<file path="src/rtl/alu_pkg.sv">
// ============================================================================
//  Module  : alu_pkg
//  Brief   : Function-code encodings and width-derived limits for the mini ALU.
//  Rev     : 1.0  initial release
// ============================================================================
`default_nettype none

package alu_pkg;

    localparam int ALU_WIDTH = 6;

    localparam logic [2:0] FXN_PASSA = 3'b000;
    localparam logic [2:0] FXN_PASSB = 3'b001;
    localparam logic [2:0] FXN_NEGA  = 3'b010;
    localparam logic [2:0] FXN_NEGB  = 3'b011;
    localparam logic [2:0] FXN_SLT   = 3'b100;
    localparam logic [2:0] FXN_XNOR  = 3'b101;
    localparam logic [2:0] FXN_ADD   = 3'b110;
    localparam logic [2:0] FXN_SUB   = 3'b111;

    localparam logic [ALU_WIDTH-1:0] MAX_POS = {1'b0, {(ALU_WIDTH-1){1'b1}}};
    localparam logic [ALU_WIDTH-1:0] MIN_NEG = {1'b1, {(ALU_WIDTH-1){1'b0}}};

endpackage

`default_nettype wire

</file>
<file path="src/rtl/alu_addsub.sv">
// ============================================================================
//  Module  : alu_addsub
//  Brief   : Shared signed adder/subtractor with two's-complement overflow flag.
//  Rev     : 1.0  initial release
// ============================================================================
`default_nettype none

module alu_addsub #(
    parameter int WIDTH = 6
) (
    input  logic [WIDTH-1:0] a,
    input  logic [WIDTH-1:0] b,
    input  logic             sub,
    input  logic             cin,
    output logic [WIDTH-1:0] sum,
    output logic             ovf
);

    logic [WIDTH-1:0] w_b_eff;
    logic [WIDTH:0]   w_ext;

    assign w_b_eff = sub ? ~b : b;

    // Sign-extended one-bit-wider sum: the top two bits disagree exactly on overflow.
    assign w_ext = {a[WIDTH-1], a} + {w_b_eff[WIDTH-1], w_b_eff} + (WIDTH+1)'(cin);

    assign sum = w_ext[WIDTH-1:0];
    assign ovf = w_ext[WIDTH] ^ w_ext[WIDTH-1];

endmodule

`default_nettype wire

</file>
<file path="src/rtl/alu_top.sv">
// ============================================================================
//  Module  : alu_top
//  Brief   : Registered signed mini ALU (pass/negate/compare/XNOR/add/sub).
//            Define ALU_SAT_EN to clamp arithmetic results on overflow.
//  Rev     : 1.0  initial release
// ============================================================================
`default_nettype none

module alu_top
    import alu_pkg::*;
#(
    parameter int WIDTH = ALU_WIDTH
) (
    input  logic             clk,
    input  logic             rst_n,
    input  logic             in_vld,
    input  logic [WIDTH-1:0] A,
    input  logic [WIDTH-1:0] B,
    input  logic [2:0]       fxn,
    output logic [WIDTH-1:0] X,
    output logic             out_vld,
    output logic             ovf,
    output logic             zero
);

    logic [WIDTH-1:0] w_add_a;
    logic [WIDTH-1:0] w_add_b;
    logic             w_add_sub;
    logic             w_add_cin;
    logic [WIDTH-1:0] w_sum;
    logic             w_add_ovf;

    logic [WIDTH-1:0] w_res;
    logic             w_arith;
    logic             w_lt;

    logic [WIDTH-1:0] x_d;
    logic             ovf_d;
    logic             zero_d;

    logic [WIDTH-1:0] x_q;
    logic             ovf_q;
    logic             zero_q;
    logic             vld_q;

    // Negation reuses the subtractor as 0 - operand.
    always_comb begin
        w_add_a   = A;
        w_add_b   = B;
        w_add_sub = 1'b0;
        w_add_cin = 1'b0;
        case (fxn)
            FXN_NEGA: begin
                w_add_a   = '0;
                w_add_b   = A;
                w_add_sub = 1'b1;
                w_add_cin = 1'b1;
            end
            FXN_NEGB: begin
                w_add_a   = '0;
                w_add_b   = B;
                w_add_sub = 1'b1;
                w_add_cin = 1'b1;
            end
            FXN_SUB: begin
                w_add_sub = 1'b1;
                w_add_cin = 1'b1;
            end
            default: ;
        endcase
    end

    alu_addsub #(
        .WIDTH (WIDTH)
    ) u_addsub (
        .a   (w_add_a),
        .b   (w_add_b),
        .sub (w_add_sub),
        .cin (w_add_cin),
        .sum (w_sum),
        .ovf (w_add_ovf)
    );

    assign w_lt = $signed(A) < $signed(B);

    always_comb begin
        w_res   = A;
        w_arith = 1'b0;
        case (fxn)
            FXN_PASSA: w_res = A;
            FXN_PASSB: w_res = B;
            FXN_SLT: begin
                w_res    = '0;
                w_res[0] = w_lt;
            end
            FXN_XNOR:  w_res = ~(A ^ B);
            default: begin
                w_res   = w_sum;
                w_arith = 1'b1;
            end
        endcase
    end

    assign ovf_d = w_arith & w_add_ovf;

`ifdef ALU_SAT_EN
    localparam logic [WIDTH-1:0] c_MAX_POS = {1'b0, {(WIDTH-1){1'b1}}};
    localparam logic [WIDTH-1:0] c_MIN_NEG = {1'b1, {(WIDTH-1){1'b0}}};

    // A wrapped negative result means the true value overflowed upward, and vice versa.
    assign x_d = ovf_d ? (w_sum[WIDTH-1] ? c_MAX_POS : c_MIN_NEG) : w_res;
`else
    assign x_d = w_res;
`endif

    assign zero_d = (x_d == '0);

    always_ff @(posedge clk or negedge rst_n) begin
        if (!rst_n) begin
            x_q    <= '0;
            ovf_q  <= 1'b0;
            zero_q <= 1'b1;
            vld_q  <= 1'b0;
        end else begin
            vld_q <= in_vld;
            if (in_vld) begin
                x_q    <= x_d;
                ovf_q  <= ovf_d;
                zero_q <= zero_d;
            end
        end
    end

    assign X       = x_q;
    assign ovf     = ovf_q;
    assign zero    = zero_q;
    assign out_vld = vld_q;

endmodule

`default_nettype wire

</file>
<file path="config.mk">
export PLATFORM = sky130hd
export DESIGN_NAME = alu_top
export DESIGN_NICKNAME = d
export VERILOG_FILES = /design/src/rtl/alu_pkg.sv /design/src/rtl/alu_addsub.sv /design/src/rtl/alu_top.sv
export SDC_FILE = /design/constraint.sdc
export NUM_CORES = 1
export LEC_CHECK = 0
export BUFFER_PORTS_ARGS = -buffer_cell sky130_fd_sc_hd__buf_2
export CAP_MARGIN = 20
export CORE_MARGIN = 2
export CORE_UTILIZATION = 40
export DETAILED_ROUTE_END_ITERATION = 6
export HOLD_SLACK_MARGIN = 0.08
export SETUP_SLACK_MARGIN = 0.5
export SLEW_MARGIN = 40
export SYNTH_ARGS = -nofsm -noshare
export SYNTH_HDL_FRONTEND = slang
export SYNTH_SLANG_ARGS = --single-unit
export TNS_END_PERCENT = 5
</file>
<file path="constraint.sdc">
create_clock -name clk -period 1 [get_ports clk]
set_clock_uncertainty 0.15 [all_clocks]
set_input_delay 0.05 -clock clk [delete_from_list [all_inputs] [get_ports clk]]
set_output_delay 0.05 -clock clk [all_outputs]
set_load 0.02 [all_outputs]
</file>
Word level (Yosys, flattened, before mapping)
Index checks and enable logic that the tools add are counted.
{"block": "totals", "register_bits": 9, "in_bits": 18, "output_inout_bits": 9, "word_cells": 29}
{"block": "op_classes", "n_addsub": 2, "n_lt_le_gt_ge": 1, "eq_ne": 6, "muxes": 6, "bitwise": 5, "n_reduce_logical": 5}
{"cell": "case mux 6 bit (4 select lines)", "n": 1}
{"cell": "2-to-1 mux 6 bit", "n": 3}
{"cell": "inverter 6 bit", "n": 2}
{"cell": "equality test 3 bit (second input constant)", "n": 3}
{"cell": "adder 6 x 6 -> 7 bit", "n": 1}
{"cell": "adder 7 x 1 -> 7 bit", "n": 1}
{"cell": "equality test 3 x 2 -> 1 bit (second input constant)", "n": 2}
{"cell": "zero test 6 bit", "n": 1}
{"cell": "less-than comparator 6 bit", "n": 1}
{"cell": "bitwise XOR 6 bit", "n": 1}
{"cell": "OR reduction 4 bit", "n": 1}
{"cell": "equality test 3 x 1 -> 1 bit (second input constant)", "n": 1}
{"cell": "zero test 3 bit", "n": 1}
{"cell": "OR reduction 3 bit", "n": 1}
{"cell": "2-to-1 mux 1 bit", "n": 2}
{"cell": "OR reduction 2 bit", "n": 1}
{"cell": "AND 1 bit", "n": 1}
{"cell": "bitwise XOR 1 bit", "n": 1}

Logic depth before layout (Yosys ltp)
Gate-level depths: netlist of run 1.
{"block": "logic_depth", "word_depth": 8, "depth_mapped": 14, "mapped_depth_nobuf": 12}

Modules after synthesis
From an unflattened synthesis of run 1, not the netlist that was laid out.
{"block": "unflattened", "hier_cells": 141, "area_unflattened_um2": 1172.4}
{"module": "alu_top", "instances": 1, "cells_each": 105, "area_each_um2": 870.8, "seq_area_each_um2": 226.5}
{"module": "alu_addsub", "instances": 1, "cells_each": 36, "area_each_um2": 301.5, "seq_area_each_um2": 0.0}

Worst setup path before layout of run 1
OpenSTA, ideal clock, no wires.
{"block": "synth_path", "path_type": "input port to flip-flop", "from": "in fxn[1]", "to": "reg zero_q, in the netlist zero", "setup_time_ns": 0.097, "arrival_time_ns": 2.621, "required_ns": 0.753, "setup_slack_ns": -1.868, "path_stages": 11, "n_path_buf": 2, "cell_sequence": "clkbuf_1 -> clkbuf_1 -> nor2_1 -> a221oi_1 -> ha_1 -> a21oi_1 -> o21ai_1 -> o211a_1 -> or4_1 -> and3_1 -> o41ai_2"}
{"block": "synth_via", "elab_chain_cells": 8, "elab_cells_between_ends": 18, "cone_classes": "add/sub (2); eq/ne (6); mux (5); bitwise (1); reduce/logical (4)"}
{"element": "start: declaration", "line": "alu_top.sv:19", "source": "input logic [2:0] fxn,"}
{"element": "equality test 3 bit / equality test 3 x 2 -> 1 bit (equally long branches)", "line": "alu_top.sv:52", "source": "case (fxn)"}
{"element": "OR reduction 3 bit (no line) / 2-to-1 mux 6 bit (equally long branches)"}
{"element": "2-to-1 mux 1 bit / inverter 6 bit (equally long branches)", "line": "alu_top.sv:52, alu_addsub.sv:22"}
{"element": "2-to-1 mux 6 bit", "line": "alu_addsub.sv:22", "source": "assign w_b_eff = sub ? ~b : b;"}
{"element": "adder 6 x 6 -> 7 bit", "line": "alu_addsub.sv:25", "source": "assign w_ext = {a[WIDTH-1], a} + {w_b_eff[WIDTH-1], w_b_eff} + (WIDTH+1)'(cin);"}
{"element": "adder 7 x 1 -> 7 bit", "line": "alu_addsub.sv:25"}
{"element": "case mux 6 bit (4 select lines) (*)", "line": "alu_top.sv:89", "source": "case (fxn)"}
{"element": "zero test 6 bit (*)", "line": "alu_top.sv:116", "source": "assign zero_d = (x_d == '0);"}
{"element": "end signal: assignment", "line": "alu_top.sv:129", "source": "zero_q <= zero_d;"}
{"element": "end: declaration", "line": "alu_top.sv:43", "source": "logic zero_q;"}
Every way passes the cells marked *; elsewhere a longest branch is shown, timed or not.
A chain may end at the register's enable or synchronous reset.

Worst setup path in the final report of run 1
{"block": "layout_path", "from": "in fxn[1]", "to": "reg x_q[5], in the netlist X[5]"}
{"block": "layout_via", "elab_chain_cells": 7, "elab_cells_between_ends": 17, "cone_classes": "add/sub (2); eq/ne (6); mux (5); bitwise (1); reduce/logical (3)"}
{"element": "equality test 3 bit / equality test 3 x 2 -> 1 bit (equally long branches)", "line": "alu_top.sv:52"}
{"element": "OR reduction 3 bit (no line) / 2-to-1 mux 6 bit (equally long branches)"}
{"element": "2-to-1 mux 1 bit / inverter 6 bit (equally long branches)", "line": "alu_top.sv:52, alu_addsub.sv:22"}
{"element": "2-to-1 mux 6 bit", "line": "alu_addsub.sv:22"}
{"element": "adder 6 x 6 -> 7 bit", "line": "alu_addsub.sv:25"}
{"element": "adder 7 x 1 -> 7 bit", "line": "alu_addsub.sv:25"}
{"element": "case mux 6 bit (4 select lines) (*)", "line": "alu_top.sv:89"}
{"element": "end signal: assignment", "line": "alu_top.sv:120", "source": "x_q <= '0;"}
{"element": "end signal: assignment", "line": "alu_top.sv:127", "source": "x_q <= x_d;"}
{"element": "end: declaration", "line": "alu_top.sv:41", "source": "logic [WIDTH-1:0] x_q;"}
Marks and branches as above.

==> flow_summary.toml, run 1 <==
[power]
pwr-share-clk = 0.161
combPwrFrac = 0.592
p_sw_frac = 0.394
power.leakage_nw = 0.923
pwr-share-seq = 0.247
power_switching_w = 0.000729
vdd_drop_max_uv = 1330
p_int_w = 0.00112
p_per_area_nw_per_um2 = 1010

[placed_design]
place.detailed.hpwl_mm = 2.90
place_area_um2 = 1690
numPortBuffers = 26
gp_congestion = 0.837

[timing]
setup_ws_ns = -1.31
slew_violations = 0
worst_pin_slew_ns = 0.406
finalSetupViolCount = 14
rsz0062_at_grt = "yes"
finalHoldViolations = 10
min_period_ns = 2.31
fin_hold_ws_ns = -0.526
slew_headroom = 0.728
max_freq_mhz = 433
period_share = 2.31

[worst_setup_path]
crit_path_max_incr_delay_ns = 0.40
cp-startpoint = "fxn[1]"
r2r_start = "X[5]"
crit_path_cell_trace = "buf_4 -> buf_4 -> and2_4 -> a221oi_2 -> ha_1 -> a21oi_2 -> o21ai_1 -> o211a_1 -> or4_1 -> and3_4 -> mux2_4"
slowest_stage = "or4_1"
critPathMaxFanout = 4
critPathCaptureType = "flop"
cp_common_cell = "buf_4"
criticalPathCategory = "in2reg"
cp.required_ns = 1.00
crit_buf_inv = 2
rrSetupSlack_ns = 0.08
cp.arrival_ns = 2.31
start_kind = "input pin"
path_delay_family = "simple AND/OR/NAND/NOR gates"

[detailed_routing]
vias = 1374
totalWireLength_mm = 3.63
first_pass_iters = 4
final_antenna_net_count = 0
drtIter0Drc = 36
route.detailed.wl_per_inst_um = 14.2
remaining_drc_errors = 0
routed_via_density = 5.39

[yosys]
postSynthAreaPerCell_um2 = 7.67
synthTopCellsByCount = "nand2_1 (16), nor2_1 (15), inv_1 (12)"
synth_ff_type = "dfrtp_1"
yosys_warnings = 0
synth-seq-cells = 9
synth_area_leader_cell = "dfrtp_1"
ys_seq_area_frac = 0.193
async_reset_ff_frac = 1.00
synth_cell_types = 48
yosysMostFrequentCell = "nand2_1"
synth.cell_area_um2 = 1170
synth_fp_nets = 183
netlist_instances = 153
synth_area_leaders = "dfrtp_1 (17%), ha_1 (12%), nand2_1 (5.1%)"
synth_enable_flop_cells = 0
yosys.area.top_type_share = 0.171

[final_layout]
fin_area_um2 = 1830
drive_gt1_frac = 0.455
nFillCells = 248
fin_nets = 255
n_antenna_cell = 0
syn_to_final_growth_pct = 56.1

[die]
core_um2 = 2780
die_h_um = 58.2
die_area_um2 = 3380
io_pins = 27
initial_core_util = 0.422
die_w_um = 58.2
rows = 19

[status]
run_status = "finished, violations left"
failed_checks = "negative hold slack, negative setup slack"

[global_route]
grt_pass1_vias = 1427
grt_max_degree = 12
grt_pass1_wl_mm = 6.20
grt-ovfl-total = 0
grt_use_total = 0.234
antenna_found_initial = 0

[clocking]
cts_tree = "built"
clock-sinks = 9
cts_root_buffer = "clkbuf_4"
path_clk_slew_ns = 0.07
worstSkewPairLatency_ns = 0.27
htreeDepth = 1
cts_max_path_buffers = 2
cts_inserted_buffers = 3

[flow_run]
max_cap_violations = 0

[worst_hold_path]
hold_class = "in2async"
cells in the final DEF, fill, tap and decap left out, types with 3 or more instances in the layout:
cell | netlist | routed
ha_1 | 11 | 11
o21ai_0 | 7 | 7
dfrtp_1 | 8 | 8
nand2b_1 | 6 | 5
a21oi_1 | 9 | 4
a221oi_1 | 6 | 4
mux2i_1 | 3 | 3
a22oi_1 | 3 | 3
buf_2 | 2 | 22
nand3_1 | 3 | 3
clkbuf_4 | 0 | 3
o21ai_1 | 4 | 3
nor2b_1 | 4 | 4
nor2_1 | 15 | 15
a21oi_2 | 0 | 4
buf_6 | 0 | 3
buf_4 | 1 | 50
inv_1 | 12 | 12
nand2_1 | 16 | 16
per-stage QoR:
step	power [W]	util	setup slack [ns]	std cells	TNS (ns)
2_1_floorplan	0.00103	-	-1.54	153	-9.25
4_1_cts	0.00184	0.655	-1.30	255	-8.01
6_report	0.00185	0.659	-1.31	255	-7.97
3_3_place_gp	0.00143	0.608	-1.75	250	-11.04
5_1_grt	0.00199	0.659	-1.40	255	-8.94
3_5_place_dp	0.00145	0.608	-1.72	250	-11.17
flip-flops by register name, indices dropped and copies added, names as in the netlist:
register	flops
out_vld	1
X	6
zero	1
ovf	1
power by group through the flow:
stage / sequential, W / clock, W / combinational [W]
after floorplan: 0.000536 / 0 / 0.000498
after global placement: 0.000459 / 0 / 0.000967
after detailed placement: 0.000459 / 0 / 0.000994
after CTS: 0.000455 / 0.000308 / 0.00108
after global routing: 0.000463 / 0.000329 / 0.00120
final: 0.000456 / 0.000298 / 0.00109
worst paths after layout:
| path | endpoint | cells after the start |
|---|---|---|
| setup / recovery | X[5] | 11 |
| hold / removal | X[0] | 1 |
| setup reg to reg | X[5] | 1 |
| hold reg to reg | ovf | 2 |
| max in group asynchronous | zero | 1 |
| min in group clk | out_vld | 2 |
final cells by class:
type	count	area, µm²	area share
clock buffers	4	26.3	0.0143
flip-flops and latches	9	226	0.124
inverters	13	48.8	0.0266
repair buffers	75	519	0.283
multi-input cells	123	972	0.531
well taps	31	38.8	0.0212
cells by family (layout without fill, tap and decap cells):
logic type | Yosys count | in the layout | share of synthesized area
AOI/OAI and AO/OA | 46 | 46 | 0.277
muxes | 8 | 8 | 0.0736
DFF | 9 | 9 | 0.193
buffers and inverters | 21 | 92 | 0.0725
xor gates and xnor gates | 2 | 2 | 0.0149
and+or+nand+nor | 55 | 55 | 0.235
adders and majority gates | 12 | 12 | 0.134
per-layer routing:
metal | vias to the layer above | global-route usage | share of wire
met4 | 0 | 0.0797 | 0.028
met3 | 10 | 0.0290 | 0.022
met2 | 32 | 0.399 | 0.48
met1 | 629 | 0.304 | 0.47
met5 | - | 0 | 0
li1 | 703 | - | -
what timing repair did:
item                       CTS  global route
hold endpoints to repair    14            12
pin swaps                   10             4
resized for setup           21             1
setup endpoints to repair   17            17
gates cloned                 0             0
buffers inserted             1             0
Power figures use the tool's default switching activity.
==> run 2: changes to the inputs <==
Settings changed: CORE_UTILIZATION 40 to 25.
==> flow_summary.toml, run 2 (synthesis results as in run 1) <==
[final_layout]
fin_nets = 256
drive_gt1_frac = 0.444
fin_area_um2 = 1920
layout_common_cells = "buf_4 (50), nand2_1 (16), nor2_1 (15), buf_2 (15), inv_1 (12)"
n_antenna_cell = 0
final_util = 0.431
largest_register_ffs = 6
syn_to_final_growth_pct = 63.3
final_common_cell = "buf_4"

[global_route]
grt_use_total = 0.137
grt-ovfl-total = 0
grt_pass1_wl_mm = 5.75
antenna_found_initial = 0
grt_pass1_vias = 1245
grt_max_degree = 13

[detailed_routing]
routed_via_density = 4.93
vias = 1366
drtIter0Drc = 58
route.detailed.wl_per_inst_um = 13.0
totalWireLength_mm = 3.59
first_pass_iters = 4
remaining_drc_errors = 0
final_antenna_net_count = 0

[status]
run_status = "finished, violations left"
failed_checks = "negative hold slack, negative setup slack"

[clocking]
cts_root_buffer = "clkbuf_8"
cts_inserted_buffers = 3
worstSkewPairLatency_ns = 0.23
clock-sinks = 9
cts_max_path_buffers = 2
cts_tree = "built"
path_clk_slew_ns = 0.05
htreeDepth = 1

[die]
io_pins = 27
rows = 24
die_w_um = 72.5
die_h_um = 72.5
die_area_um2 = 5260
initial_core_util = 0.264
core_um2 = 4440

[timing]
worst_pin_slew_ns = 0.342
setup_ws_ns = -1.28
slew_violations = 0
rsz0062_at_grt = "yes"
finalHoldViolations = 10
setup_tns_ns = -8.21
max_freq_mhz = 439
fin_hold_ws_ns = -0.483
period_share = 2.28
min_period_ns = 2.28
slew_headroom = 0.771
finalSetupViolCount = 9

[worst_setup_path]
rrSetupSlack_ns = 0.08
cp.arrival_ns = 2.30
criticalPathCategory = "in2reg"
r2r_end = "X[5]"
cp.required_ns = 1.02
critPathCaptureType = "flop"
ff2ff_path_depth = 1
critPathMaxFanout = 5
start_kind = "input pin"
r2r_start = "X[5]"

[power]
power.total_w = 0.00204
p_per_area_nw_per_um2 = 1070
power.leakage_nw = 0.945
vdd_drop_max_uv = 615

[flow_run]
max_cap_violations = 0

[worst_hold_path]
hold_class = "in2async"

[placed_design]
numPortBuffers = 26
gp_congestion = 0.821
place_area_um2 = 1710
place.detailed.hpwl_mm = 2.84
## run 2: final cells by class
type,count,area (µm²)
tap,52,65.1
sequential,9,226
multi-input combinational,123,953
inverter,13,48.8
fill,446,2530
timing repair buffer,76,578
clock buffer,4,45.0
## run 2: how the worst max path moves through the flow
stage	start	to	slack, ns	cells past startpoint
3_5_place_dp	fxn[2]	zero	-1.72	10
4_1_cts	fxn[0]	ovf	-1.26	10
2_1_floorplan	fxn[0]	X[5]	-1.54	11
6_report	fxn[0]	ovf	-1.28	10
3_3_place_gp	fxn[2]	zero	-1.75	10
5_1_grt	fxn[0]	zero	-1.39	10
## run 2: stage by stage
stage          hold WS, ns  cells  setup WS (ns)
6_report            -0.483    277          -1.28
2_1_floorplan       -0.396    153          -1.54
5_1_grt             -0.472    277          -1.39
4_1_cts             -0.481    276          -1.26
3_3_place_gp        -0.242    270          -1.75
3_5_place_dp        -0.236    270          -1.72
## run 2: what timing repair did
item / CTS / global route
endpoints found under the hold margin: 12 / 11
gates resized for setup: 32 / 3
pin swaps: 10 / 2
buffers inserted: 2 / 1
setup endpoints to repair: 17 / 17
## run 2: worst max-delay path, stage by stage
cell	delay, ns
buf_8	0.11
or4b_4	0.56
o211a_4	0.17
fa_2	0.34
nand2b_4	0.17
a21oi_4	0.17
a31oi_1	0.09
or3_1	0.31
a311o_1	0.26
nand3_1	0.06
## run 2: layer usage
layer / wire length, µm / vias to the layer above / track usage
met5: 0 / - / 0
met4: 0 / 0 / 0.00617
met3: 129 / 0 / 0.0250
met2: 1640 / 23 / 0.219
met1: 1820 / 633 / 0.201
li1: - / 710 / -
## run 2: power by group
part	leakage, nW	switching [W]	total, W	internal, W
Clock	0.0228	0.000142	0.000419	0.000278
Sequential	0.105	0.0000420	0.000469	0.000427
Combinational	0.818	0.000535	0.00115	0.000620
==> run 3: changes to the inputs <==
Settings changed: MAX_ROUTING_LAYER from default to met4, SKIP_LAST_GASP from default to 1.
==> flow_summary.toml, run 3 (synthesis results as in run 1) <==
[status]
run_status = "finished, violations left"
failed_checks = "negative hold slack, negative setup slack"

[die]
die_w_um = 72.5
initial_core_util = 0.264
die_h_um = 72.5
rows = 24
io_pins = 27
die_area_um2 = 5260
core_um2 = 4440

[final_layout]
regArea_um2 = 226
fin_cells = 277
nFillCells = 456
syn_to_final_growth_pct = 55.4
n_antenna_cell = 0
multi_input_area_um2 = 933
drive_gt1_frac = 0.436
largest_register_ffs = 6
fin_nets = 256
final_common_cell = "buf_4"
layout_common_cells = "buf_4 (50), buf_2 (26), nand2_1 (15), nor2_1 (15), inv_1 (12)"
fin_area_um2 = 1820

[clocking]
clock-sinks = 9
cts_max_path_buffers = 2
cts_inserted_buffers = 3
worstSkewPairLatency_ns = 0.23
cts_root_buffer = "clkbuf_8"
htreeDepth = 1
path_clk_slew_ns = 0.05
cts_tree = "built"

[timing]
period_share = 2.33
max_freq_mhz = 430
finalHoldViolations = 10
slew_violations = 0
min_period_ns = 2.33
setup_ws_ns = -1.33
setup_tns_ns = -8.63
fin_hold_ws_ns = -0.486
rsz0062_at_grt = "yes"
slew_headroom = 0.785
finalSetupViolCount = 9
worst_pin_slew_ns = 0.320

[detailed_routing]
totalWireLength_mm = 3.50
drtIter0Drc = 57
first_pass_iters = 4
routed_via_density = 4.93
route.detailed.wl_per_inst_um = 12.6
final_antenna_net_count = 0
remaining_drc_errors = 0
vias = 1366

[power]
vdd_drop_max_uv = 597
p_per_area_nw_per_um2 = 1060
power.leakage_nw = 0.922

[worst_setup_path]
slowest_stage = "or4b_4"
r2r_start = "X[5]"
r2r_end = "X[5]"
cp.required_ns = 1.02
crit_path_cell_trace = "buf_2 -> or4b_4 -> o211a_4 -> fa_2 -> nand2b_4 -> a21oi_4 -> a31oi_1 -> or3_1 -> a311o_1 -> nand3_1"
critPathMaxFanout = 6
crit_buf_inv = 1
critPathCaptureType = "flop"
cp.arrival_ns = 2.34
path_delay_family = "simple AND/OR/NAND/NOR gates"
rrSetupSlack_ns = 0.09
start_kind = "input pin"
ff2ff_path_depth = 1
criticalPathCategory = "in2reg"
crit_path_max_incr_delay_ns = 0.56

[placed_design]
gp_congestion = 0.834
place.detailed.hpwl_mm = 2.84
place_area_um2 = 1710
pre_cts_ws_ns = -1.72
numPortBuffers = 26
dpl.cell_count = 270

[flow_run]
max_cap_violations = 0

[global_route]
grt_max_degree = 13
grt_pass1_wl_mm = 5.63
grt_use_total = 0.138
antenna_found_initial = 0
grt-ovfl-total = 0
grt_pass1_vias = 1233

[worst_hold_path]
hold_class = "in2async"
==> run 3: cell counts in the layout (fill, tap and decap cells not counted) <==
No cell type changed its count.
==> run 3: final cells by class <==
class | instances | share of cell area
clock buffer | 4 | 0.0247
inverter | 13 | 0.0267
timing repair buffer | 76 | 0.277
sequential | 9 | 0.124
tap | 52 | 0.0357
multi-input combinational | 123 | 0.512
==> run 3: what timing repair did <==
| action | CTS | global route |
|---|---|---|
| gates resized for setup | 6 | 4 |
| pin swaps | 7 | 6 |
| setup buffers | 2 | 1 |
| hold endpoints to repair | 13 | 10 |
| endpoints found under the setup margin | 17 | 17 |
| cloned | 0 | 0 |
==> run 3: how the worst max path moves through the flow <==
stage / startpoint / endpoint / slack, ns / depth (start not counted)
after floorplan: fxn[0] / X[5] / -1.54 / 11
after global placement: fxn[2] / zero / -1.75 / 10
after detailed placement: fxn[2] / zero / -1.72 / 10
after CTS: fxn[0] / ovf / -1.30 / 10
after global routing: fxn[2] / ovf / -1.42 / 10
final: fxn[2] / ovf / -1.33 / 10
==> run 3: per-stage QoR <==
step	total power [W]	utilization	hold slack [ns]
detailed placement	0.00145	0.385	-0.236
CTS	0.00192	0.404	-0.481
global route	0.00207	0.410	-0.471
global placement	0.00144	0.385	-0.242
finish	0.00194	0.410	-0.486
floorplan	0.00103	-	-0.396
==> run 3: routing by layer <==
layer	routed length, µm	track usage	vias to the layer above
met5	0	-	-
met4	0	0.00617	0
met3	124	0.0250	0
met2	1590	0.216	24
met1	1790	0.195	638
li1	-	-	704
==> run 3: power breakdown <==
group	internal (W)	total, W	switching, W	leakage, nW
logic	0.000541	0.00106	0.000524	0.795
registers	0.000427	0.000455	0.0000289	0.105
clock network	0.000278	0.000418	0.000141	0.0228
total	0.00124	0.00194	0.000694	0.922
